==> config.mk <==
export PLATFORM = sky130hd
export DESIGN_NAME = package_assembler_flat
export DESIGN_NICKNAME = d
export VERILOG_FILES = /design/src/rtl/package_assembler_if.sv /design/src/rtl/package_assembler.sv /design/src/flat_wrapper.sv
export SDC_FILE = /design/constraint.sdc
export NUM_CORES = 1
export LEC_CHECK = 0
export BUFFER_PORTS_ARGS = -buffer_cell sky130_fd_sc_hd__clkbuf_2
export CELL_PAD_IN_SITES_DETAIL_PLACEMENT = 0
export CELL_PAD_IN_SITES_GLOBAL_PLACEMENT = 1
export CORE_MARGIN = 3
export CORE_UTILIZATION = 30
export DETAILED_ROUTE_END_ITERATION = 8
export GPL_ROUTABILITY_DRIVEN = 0
export PLACE_DENSITY = 0.56
export SLEW_MARGIN = 20
export SYNTH_ARGS = -nofsm -noshare
export SYNTH_HDL_FRONTEND = slang
export SYNTH_SLANG_ARGS = --single-unit
==> constraint.sdc <==
create_clock -name clock -period 2.95 [get_ports clock]
set_clock_uncertainty 0.2 [all_clocks]
set_input_delay 0.59 -clock clock [delete_from_list [all_inputs] [get_ports clock]]
set_output_delay 0.59 -clock clock [all_outputs]
set_load 0.02 [all_outputs]
==> src/rtl/package_assembler_if.sv <==
// Byte-link bus of the package assembler: incoming byte stream plus the
// rebuilt record, its status pulses and a state debug tap.
//
// Handshake: data_valid high for one cycle means data_in carries one byte
// that is consumed at that rising edge; there is no ready/backpressure, the
// receiver always accepts. packet_valid and frame_error are one-cycle pulses.
interface package_assembler_if;
  logic [7:0]  data_in;
  logic        data_valid;
  logic [6:0]  child;
  logic [31:0] latitude;
  logic [31:0] longitude;
  logic        packet_valid;
  logic        frame_error;
  logic        busy;
  logic [1:0]  state_dbg;

  // Link side: drives bytes, observes the decoded record.
  modport master (
    output data_in, data_valid,
    input  child, latitude, longitude, packet_valid, frame_error, busy, state_dbg
  );

  // Assembler side.
  modport slave (
    input  data_in, data_valid,
    output child, latitude, longitude, packet_valid, frame_error, busy, state_dbg
  );
endinterface

==> src/rtl/package_assembler.sv <==
// package_assembler: rebuilds the child/latitude/longitude record from the
// slicer byte stream. Header byte (bit7=1, child in [6:0]), then latitude and
// longitude, 4 bytes each, MSB first. Optional macro CHECKSUM_EN adds a 10th
// byte holding the XOR of the first nine; without it frames are 9 bytes.
// Stalled frames (TIMEOUT idle cycles inside a frame) are dropped with a
// frame_error pulse; outputs only change when a good frame is committed.
module package_assembler #(
  parameter logic [15:0] TIMEOUT = 16'd1000
) (
  input logic           clock,
  input logic           reset_n,
  package_assembler_if.slave bus
);

  typedef enum logic [1:0] {
    ST_IDLE = 2'd0,
    ST_RX   = 2'd1,
    ST_CHK  = 2'd2
  } state_t;

  state_t      state_q, state_d;
  logic [3:0]  byte_cnt_q, byte_cnt_d;
  logic [15:0] idle_cnt_q, idle_cnt_d;
  logic [63:0] shadow_q, shadow_d;
  logic [6:0]  shchild_q, shchild_d;
  logic [7:0]  csum_q, csum_d;
  logic [6:0]  child_q, child_d;
  logic [31:0] lat_q, lat_d;
  logic [31:0] lon_q, lon_d;
  logic        pv_q, pv_d;
  logic        fe_q, fe_d;
  logic        timeout_hit;

  // An idle cycle now would bring the stall counter to TIMEOUT.
  assign timeout_hit = ((idle_cnt_q + 16'd1) == TIMEOUT);

  // Next-state and datapath: frame parsing, commit, checksum and timeout.
  always_comb begin
    state_d    = state_q;
    byte_cnt_d = byte_cnt_q;
    idle_cnt_d = idle_cnt_q;
    shadow_d   = shadow_q;
    shchild_d  = shchild_q;
    csum_d     = csum_q;
    child_d    = child_q;
    lat_d      = lat_q;
    lon_d      = lon_q;
    pv_d       = 1'b0;
    fe_d       = 1'b0;
    case (state_q)
      ST_IDLE: begin
        // Only a byte with bit7 set starts a frame; fill bytes are ignored.
        if (bus.data_valid && bus.data_in[7]) begin
          shchild_d  = bus.data_in[6:0];
          byte_cnt_d = 4'd1;
          idle_cnt_d = 16'd0;
          csum_d     = bus.data_in;
          shadow_d   = 64'd0;
          state_d    = ST_RX;
        end
      end
      ST_RX: begin
        if (bus.data_valid) begin
          // Payload bytes are raw data: bit7 is not interpreted here.
          shadow_d   = {shadow_q[55:0], bus.data_in};
          csum_d     = csum_q ^ bus.data_in;
          idle_cnt_d = 16'd0;
          byte_cnt_d = byte_cnt_q + 4'd1;
          if (byte_cnt_q == 4'd8) begin
`ifdef CHECKSUM_EN
            state_d = ST_CHK;
`else
            child_d = shchild_q;
            lat_d   = shadow_d[63:32];
            lon_d   = shadow_d[31:0];
            pv_d    = 1'b1;
            state_d = ST_IDLE;
`endif
          end
        end else if (timeout_hit) begin
          fe_d       = 1'b1;
          idle_cnt_d = 16'd0;
          state_d    = ST_IDLE;
        end else begin
          idle_cnt_d = idle_cnt_q + 16'd1;
        end
      end
`ifdef CHECKSUM_EN
      ST_CHK: begin
        if (bus.data_valid) begin
          idle_cnt_d = 16'd0;
          state_d    = ST_IDLE;
          if (bus.data_in == csum_q) begin
            child_d = shchild_q;
            lat_d   = shadow_q[63:32];
            lon_d   = shadow_q[31:0];
            pv_d    = 1'b1;
          end else begin
            fe_d = 1'b1;
          end
        end else if (timeout_hit) begin
          fe_d       = 1'b1;
          idle_cnt_d = 16'd0;
          state_d    = ST_IDLE;
        end else begin
          idle_cnt_d = idle_cnt_q + 16'd1;
        end
      end
`endif
      default: state_d = ST_IDLE;
    endcase
  end

  // State and output registers; reset discards any partial frame silently.
  always_ff @(posedge clock or negedge reset_n) begin
    if (!reset_n) begin
      state_q    <= ST_IDLE;
      byte_cnt_q <= 4'd0;
      idle_cnt_q <= 16'd0;
      shadow_q   <= 64'd0;
      shchild_q  <= 7'd0;
      csum_q     <= 8'd0;
      child_q    <= 7'd0;
      lat_q      <= 32'd0;
      lon_q      <= 32'd0;
      pv_q       <= 1'b0;
      fe_q       <= 1'b0;
    end else begin
      state_q    <= state_d;
      byte_cnt_q <= byte_cnt_d;
      idle_cnt_q <= idle_cnt_d;
      shadow_q   <= shadow_d;
      shchild_q  <= shchild_d;
      csum_q     <= csum_d;
      child_q    <= child_d;
      lat_q      <= lat_d;
      lon_q      <= lon_d;
      pv_q       <= pv_d;
      fe_q       <= fe_d;
    end
  end

  assign bus.child        = child_q;
  assign bus.latitude     = lat_q;
  assign bus.longitude    = lon_q;
  assign bus.packet_valid = pv_q;
  assign bus.frame_error  = fe_q;
  assign bus.busy         = (state_q != ST_IDLE);
  assign bus.state_dbg    = state_q;

endmodule

==> src/flat_wrapper.sv <==
// flat-port wrapper written by rule: the top's interface ports become plain ports
module package_assembler_flat 
#(
  parameter logic [15:0] TIMEOUT = 16'd1000
)
  (clock, reset_n, bus_data_in, bus_data_valid, bus_child, bus_latitude, bus_longitude, bus_packet_valid, bus_frame_error, bus_busy, bus_state_dbg);
  package_assembler_if bus_i ();
  input logic clock;
  input logic reset_n;
  input wire logic [$bits(bus_i.data_in)-1:0] bus_data_in;
  input wire logic [$bits(bus_i.data_valid)-1:0] bus_data_valid;
  output wire logic [$bits(bus_i.child)-1:0] bus_child;
  output wire logic [$bits(bus_i.latitude)-1:0] bus_latitude;
  output wire logic [$bits(bus_i.longitude)-1:0] bus_longitude;
  output wire logic [$bits(bus_i.packet_valid)-1:0] bus_packet_valid;
  output wire logic [$bits(bus_i.frame_error)-1:0] bus_frame_error;
  output wire logic [$bits(bus_i.busy)-1:0] bus_busy;
  output wire logic [$bits(bus_i.state_dbg)-1:0] bus_state_dbg;
  assign bus_i.data_in = bus_data_in;
  assign bus_i.data_valid = bus_data_valid;
  assign bus_child = bus_i.child;
  assign bus_latitude = bus_i.latitude;
  assign bus_longitude = bus_i.longitude;
  assign bus_packet_valid = bus_i.packet_valid;
  assign bus_frame_error = bus_i.frame_error;
  assign bus_busy = bus_i.busy;
  assign bus_state_dbg = bus_i.state_dbg;
  package_assembler #(.TIMEOUT(TIMEOUT)) u_core (.clock(clock), .reset_n(reset_n), .bus(bus_i));
endmodule
==> out/metrics.csv <==
metric,value,unit
outcome,"finished, final reports clean",
fin_nets,556,
worstPathRequired,3.06,ns
drt.antenna.violating_nets,0,
grt_pass1_vias,4094,
syn_avg_cell_area,13.8,sq um
vias,4006,
synthArstFlopShare,100,%
instances_no_fill,825,
synth_nets,471,
dp_cells,792,
max_slew_margin,57.1,%
drc,0,
drv_slew,0,
rsz0062_at_grt,false,
max-cap-violations,0,
worstSetupPathType,reg -> reg,
synth_edf_count,0,
dp_hpwl,9460,um
postCtsSetupBuffers,0,
viasPerCell,4.86,
ys_types,49,
path_max_fanout,12,
arrival,2.79,ns
drt_iter0_drc,186,
die_width,151,um
end_kind,flop,
syn_inst,457,
start_util,30.8,%
clk_pin_slew_worst_paths,0.07,ns
p_leak,3.69,nW
ys_ff_latch,157,
num_antenna_cells,0,
cellPowerDensity,1040,mW/mm^2
timing_hold_violations_final,0,
rows,52,
cts_sinks,157,
drive_above_1_share,39.8,%
cts_buffers,17,
overflow,0,
grt_usage,13.4,%
ys_seq_area_share,62.5,%
finalSetupViolations,0,
ios,87,
placed_cell_area,0.00705,sq mm
wirelength,14200,um
yosys_warnings,0,
antenna_found_initial,0,
chipHeight,151,um
wl_per_cell,17.3,um
htree_levels,4,
worst_pin_slew,0.644,ns
hold_path.class,in -> reg,
clkLatencyLatePin,0.42,ns
fin_crit,2.68,ns
finalCritPeriodShare,90.9,%
synth_flop_cell,dfrtp_1,
cp-start-kind,flop,
ctsRootBufferMaster,clkbuf_16,
grt_max_degree,65,
dieArea,0.0227,sq mm
dr.pass1.iters,4,
core_region_area,0.0204,sq mm
fmax,373,MHz
cts_buffer_depth,2,
io_buffers,85,
netlist_area,0.00629,sq mm
finalInstanceArea,0.00766,sq mm
grt_pass1_wl,23500,um
ir_drop,0.510,mV
cts_tree,done,
finalSetupTns,0,ns
syn_to_final_growth,21.8,%
[registers in the layout, summed over array words and instances (netlist names), 4 cells and up]
signal                cells
u_core.bus.child          7
u_core.bus.latitude      32
u_core.bus.longitude     32
u_core.byte_cnt_q         4
u_core.idle_cnt_q        16
u_core.shadow_q          56
u_core.shchild_q          7
[metrics by stage]
| step | util (%) | setup slack (ns) | total power [mW] | hold WS [ns] |
|---|---|---|---|---|
| after global routing | 37.5 | 0.0660 | 8.51 | 0.225 |
| after CTS | 37.5 | 0.255 | 8.15 | 0.207 |
| final | 37.5 | 0.268 | 8.00 | 0.232 |
| after global placement | 34.5 | 0.346 | 5.87 | 0.280 |
| after detailed placement | 34.5 | 0.276 | 5.92 | 0.280 |
| after floorplan | - | 0.597 | 4.98 | 0.0944 |
[cell usage after synthesis, drive strengths merged, types with 4 or more instances]
| master | count | share of area (%) |
|---|---|---|
| buf | 17 | 1.5 |
| and3 | 4 | 0.40 |
| nand3b | 4 | 0.48 |
| nand4 | 6 | 0.70 |
| nor3 | 7 | 0.64 |
| dfrtp | 157 | 62 |
| a22o | 56 | 7.8 |
| mux2 | 79 | 14 |
| nand2 | 24 | 1.6 |
| nand3 | 7 | 0.56 |
| inv | 4 | 0.24 |
| o21ai | 19 | 1.6 |
| clkbuf | 15 | 0.90 |
| nor2 | 12 | 0.72 |
[worst max-delay path: stages (launching register included)]
cell     delay [ns]
dfrtp_1        0.45
ha_1           0.28
and2_1         0.27
nand4_2        0.17
mux2_2         0.28
o21ai_2        0.07
o31ai_4        0.48
nor3_1         0.10
a211o_1        0.28
[cell type report]
type,instances,area [sq um]
clock inverter,15,173
clock buffer,17,425
inverter,4,15.0
tap,270,338
fill,1989,12800
sequential,157,3930
timing repair buffer,98,569
multi-input combinational,264,2210
[layer usage]
metal | global-route usage (%) | up-vias | routed length (um)
met5 | 0 | - | 0
met4 | 4.08 | 0 | 132
met1 | 18.7 | 2053 | 6850
li1 | - | 1853 | -
met3 | 4.34 | 8 | 753
met2 | 19.8 | 92 | 6510
[power by group]
group          total [mW]  switching, mW  internal (mW)
logic                2.23           1.21           1.02
registers            3.60          0.632           2.97
clock network        2.17           1.03           1.14
total                8.00           2.87           5.13
[cell families after synthesis]
kind of cell	share of synthesized area (%)
mux	14.1
simple gates	6.92
xor+xnor	0.836
flops	62.5
buf+inv	2.63
compound gates	12.3
other cells	0.0596
fa+ha+maj	0.597
[worst paths after layout]
check / from / endpoint / slack [ns] / cells after the start
setup / recovery: u_core.idle_cnt_q[1] / u_core.idle_cnt_q[6] / 0.27 / 8
min in group asynchronous: reset_n / u_core.shadow_q[29] / 0.54 / 2
max in group asynchronous: reset_n / u_core.shadow_q[48] / 1.25 / 3
hold reg to reg: u_core.shadow_q[50] / u_core.shadow_q[50] / 0.30 / 1
hold / removal: bus_data_in[2] / u_core.shadow_q[2] / 0.23 / 2
setup reg to reg: u_core.idle_cnt_q[1] / u_core.idle_cnt_q[6] / 0.27 / 8
[cells in the final DEF, fill, tap and decap left out, drive strengths merged, types with 4 or more instances in the layout]
cell type / netlist / routed
nand3: 7 / 7
buf: 17 / 13
nor3: 7 / 7
clkbuf: 15 / 101
o21ai: 19 / 19
a22o: 56 / 56
mux2: 79 / 79
and3: 4 / 4
dfrtp: 157 / 157
inv: 4 / 12
clkinv: 0 / 6
nand4: 6 / 6
nand2: 24 / 24
nor2: 12 / 12
nand3b: 4 / 4
[repair_timing]
action,in CTS,in global routing
endpoints found under the hold margin,32,0
hold buffers,1,0
gates resized for setup,0,0
Power figures use the tool's default switching activity.
